### config.mk
export PLATFORM = sky130hd
export DESIGN_NAME = regfile_scoreboard
export DESIGN_NICKNAME = d
export VERILOG_FILES = /design/src/rtl/regfile_scoreboard.sv
export SDC_FILE = /design/constraint.sdc
export NUM_CORES = 2
export LEC_CHECK = 0
export BUFFER_PORTS_ARGS = -buffer_cell sky130_fd_sc_hd__buf_2
export CAP_MARGIN = 5
export CELL_PAD_IN_SITES_DETAIL_PLACEMENT = 1
export CELL_PAD_IN_SITES_GLOBAL_PLACEMENT = 2
export CORE_MARGIN = 5
export CORE_UTILIZATION = 38
export DETAILED_ROUTE_END_ITERATION = 10
export PLACE_DENSITY_LB_ADDON = 0.1
export SLEW_MARGIN = 20
export SYNTH_ARGS = -nofsm -noshare
export SYNTH_HDL_FRONTEND = slang
export SYNTH_SLANG_ARGS = --single-unit
### constraint.sdc
create_clock -name clk -period 6.7 [get_ports clk]
set_clock_uncertainty 0.2 [all_clocks]
set_input_delay 0.67 -clock clk [delete_from_list [all_inputs] [get_ports clk]]
set_output_delay 0.67 -clock clk [all_outputs]
set_load 0.02 [all_outputs]
### src/rtl/regfile_scoreboard.sv
// Integer register file with N_READ combinational read ports, one write port, optional
// write-to-read bypass and a per-register pending bit set at dispatch and cleared at writeback.
module regfile_scoreboard #(
    parameter int unsigned N_DATA     = 32,
    parameter int unsigned N_REG_ADDR = 5,
    parameter int unsigned N_READ     = 2,
    parameter int unsigned BYPASS     = 1,
    parameter int unsigned ZERO_REG   = 1
) (
    input  logic                                 clk,
    input  logic                                 rst,
    input  logic [N_READ-1:0][N_REG_ADDR-1:0]    read_addr,
    output logic [N_READ-1:0][N_DATA-1:0]        read_data,
    output logic [N_READ-1:0]                    read_pending,
    input  logic                                 write_enable,
    input  logic [N_REG_ADDR-1:0]                write_addr,
    input  logic [N_DATA-1:0]                    write_data,
    input  logic                                 reserve_enable,
    input  logic [N_REG_ADDR-1:0]                reserve_addr,
    input  logic                                 flush,
    output logic                                 any_pending
);

    localparam int unsigned Depth = 1 << N_REG_ADDR;

    logic [N_DATA-1:0] regs_q [Depth];
    logic [Depth-1:0]  pend_q, pend_d;
    logic              wr_en, rsv_en;

    // x0 swallows writes and reserves so it can never hold data or become pending.
    assign wr_en  = write_enable   && !((ZERO_REG != 0) && (write_addr == '0));
    assign rsv_en = reserve_enable && !((ZERO_REG != 0) && (reserve_addr == '0));

    // Order matters: a reserve beats a same-cycle write, and flush beats both.
    always_comb begin
        pend_d = pend_q;
        if (wr_en) begin
            pend_d[write_addr] = 1'b0;
        end
        if (rsv_en) begin
            pend_d[reserve_addr] = 1'b1;
        end
        if (flush) begin
            pend_d = '0;
        end
    end

    always_ff @(posedge clk or negedge rst) begin
        if (!rst) begin
            pend_q <= '0;
            for (int unsigned i = 0; i < Depth; i++) begin
                regs_q[i] <= '0;
            end
        end else begin
            pend_q <= pend_d;
            if (wr_en) begin
                regs_q[write_addr] <= write_data;
            end
        end
    end

    always_comb begin
        for (int unsigned k = 0; k < N_READ; k++) begin
            read_data[k]    = regs_q[read_addr[k]];
            read_pending[k] = pend_q[read_addr[k]];
            // Storage is already zero during reset; only the bypass path needs gating.
            if ((BYPASS != 0) && rst && write_enable && (write_addr == read_addr[k])) begin
                read_data[k]    = write_data;
                read_pending[k] = 1'b0;
            end
            if ((ZERO_REG != 0) && (read_addr[k] == '0)) begin
                read_data[k]    = '0;
                read_pending[k] = 1'b0;
            end
        end
    end

    assign any_pending = |pend_q;

endmodule

==> flow_summary.toml <==
[clock_network]
root_buffer = "clkbuf_16"
cts_sinks = 1056
hold_buffers = 1
post-cts-setup-buffers = 0
ctsResizeCount = 0
htreeDepth = 4
cts_tree = "yes"
cts_buffer_depth = 3
numCtsBuffers = 132
clk_pin_slew_ns = 0.06
clk_latency_ns = 0.75

[route]
wirelength_mm = 214
ant_nets = 0
avgViaCountPerCell = 6.27
first_iter_violations = 2752
first_pass_iters = 5
drc = 0
num_vias = 37800
post_drt_wl_per_cell_um = 35.5

[placed_design]
io_buffers = 123
pre_cts_slack_ns = 1.94
hpwl_mm = 124
dpl_cell_area_um2 = 59700
gp_congestion = 0.776

[worst_setup_path]
reg2regPathDepth = 2
critical-path-slowest-cell = "and3_1"
cp_num_buf_inv = 3
path_max_fanout = 68
startpoint_type = "input port"
rrSetupSlack_ns = 5.69
cp_cell_sequence = "dlygate4sd3_1 -> buf_8 -> nand2_1 -> nor2_1 -> nand3_2 -> and3_1 -> a221o_1 -> buf_2"
r2r-start = "pend_q[19]"
worstPathArrival_ns = 4.46
worst-setup-path-type = "input port to output port"
slowest_delay_ns = 0.83
crit_family = "simple AND/OR/NAND/NOR gates"
r2r-end = "pend_q[19]"
crit_path_end_kind = "output port"
worstPathRequired_ns = 5.83

[min_path]
holdPathEnd = "pend_q[13]"
hp-class = "input port to flip-flop"
hp-start = "reserve_addr[3]"
min_path_cells = 3

[sta]
max_freq_mhz = 188
post-route-min-period_ns = 5.33
fin_tns_setup_ns = 0
slew_violations = 0
maxSlewHeadroom = 0.200
setup_ws_ns = 1.37
worst_pin_slew_ns = 1.20
hold_viol_final = 0
rsz0062_at_grt = "false"
setup_viol = 0
fin_crit_sh = 0.795

[grt]
grt_max_degree = 129
overflow = 0
grt_pass1_wl_mm = 311
antenna_found_initial = 10
grt_use_total = 0.271
first_global_vias = 40100

[yosys]
yosysWarningCount = 0
avgSynthCellArea_um2 = 14.3
yosys-top-cells-area = "dfrtp_1 (46%), mux2_2 (19%), mux4_2 (17%), mux2i_1 (3.8%), clkbuf_1 (1.7%)"
synthArstFlopShare = 1.00
ys_seq_area_frac = 0.459
synthCells = 4029
synth_top_cell_area_share = 0.459
ys_types = 63
synth_flop_cell = "dfrtp_1"
syn-num-nets = 4086
synth_edf_count = 0
synth-seq-cells = 1056
synthesis.area_um2 = 57500
synth_largest_area_cell = "dfrtp_1"

[layout]
synthToLayoutAreaGrowth_pct = 11.1
fillCellCount = 14900
final_common_cell = "dfrtp_1"
fin_util = 0.425
layout_common_cells = "dfrtp_1 (1,056), mux2_2 (992), mux4_2 (438)"
drive_gt1_frac = 0.474
final_area_um2 = 63900
final_nets = 3978

[floorplan]
die_h_um = 399
start_util = 0.383
ios = 124
core-area_um2 = 150000
die_w_um = 399
row_count = 142
dieArea_um2 = 159000

[run]
max_cap_viol_count = 0

[power]
p_total_mw = 19.4
p_leak_nw = 27.6
power_density_nw_per_um2 = 304
vdd_ir_drop_max_uv = 198

[status]
outcome = "finished clean"
-- worst max path at each step --
stage | from | end | cells after the start
after floorplan | read_addr[5] | read_data[34] | 7
after global placement | read_addr[6] | read_data[41] | 7
after detailed placement | read_addr[2] | read_data[2] | 7
after CTS | rst | read_data[2] | 8
after global routing | rst | read_data[2] | 8
final | rst | read_data[2] | 8
-- synthesized netlist by cell type (4+ instances only) --
cell,instances
dfrtp_1,1056
mux2_2,992
mux4_2,438
clkbuf_1,263
mux2i_1,218
buf_2,109
nand2_1,91
a21oi_1,78
a22oi_1,78
a221oi_1,69
nor2_1,59
a211oi_1,53
nor2b_1,49
a221o_1,46
buf_6,38
o21ai_0,38
nand3_1,31
buf_1,27
nor3_1,26
buf_4,21
a31oi_1,19
and2_1,18
and3_1,18
nand2b_1,18
o211ai_1,16
a22o_1,15
o21bai_1,15
nor4_1,13
nor3b_1,12
o22ai_1,10
a32oi_1,7
inv_1,7
xor2_1,7
a211o_1,6
nand4_1,6
o22a_1,6
buf_8,5
o211a_1,4
o21a_1,4
-- layer usage --
| layer | wire length [um] | up-vias | global-route usage | share of wire |
|---|---|---|---|---|
| li1 | - | 15400 | - | - |
| met1 | 98700 | 21100 | 0.400 | 0.46 |
| met2 | 99500 | 1058 | 0.424 | 0.46 |
| met3 | 11700 | 244 | 0.0425 | 0.055 |
| met4 | 4450 | 0 | 0.0611 | 0.021 |
| met5 | 0 | - | 0 | 0 |
-- logic make-up (layout without fill, tap and decap cells) --
| kind of cell | count (synthesis) | count (layout) | synth area share |
|---|---|---|---|
| buf+inv | 470 | 453 | 0.0404 |
| mux | 1648 | 1648 | 0.404 |
| xor+xnor | 10 | 10 | 0.00152 |
| other cells | 0 | 3 | 0 |
| flops | 1056 | 1056 | 0.459 |
| compound gates | 482 | 482 | 0.0623 |
| simple gates | 363 | 363 | 0.0327 |
-- state kept, by name, indices dropped and copies added (netlist names) --
| signal | count |
|---|---|
| regs_q | 1024 |
| pend_q | 32 |
-- final cells by class --
| type | count | area, um^2 | area share |
|---|---|---|---|
| multi-input combinational | 2503 | 29100 | 0.456 |
| sequential | 1056 | 26400 | 0.414 |
| clock buffer | 194 | 3910 | 0.0613 |
| tap | 2016 | 2520 | 0.0395 |
| timing repair buffer | 221 | 1580 | 0.0247 |
| clock inverter | 31 | 284 | 0.00445 |
| inverter | 7 | 26.3 | 0.000411 |
| antenna | 3 | 7.51 | 0.000118 |
-- report_power, final --
part / leakage (nW) / internal [mW] / switching [mW] / total, mW
logic: 11.9 / 2.16 / 1.74 / 3.91
clock network: 2.07 / 4.12 / 2.92 / 7.04
registers: 13.6 / 7.56 / 0.893 / 8.45
-- worst reg2reg max path: cells and delay by family, from the launching register on --
family	cells	cell delay (ns)
flip-flops	1	0.42
AND/OR/NAND/NOR	1	0.07
AO/OA/AOI/OAI	1	0.19
-- through the flow --
| stage | cells | hold slack [ns] |
|---|---|---|
| after global routing | 6028 | 0.0738 |
| final | 6031 | 0.0879 |
| after CTS | 6028 | 0.0248 |
| after detailed placement | 5802 | 0.183 |
| after floorplan | 4029 | 0.174 |
| after global placement | 5802 | 0.177 |
(Power assumes the default switching activity.)
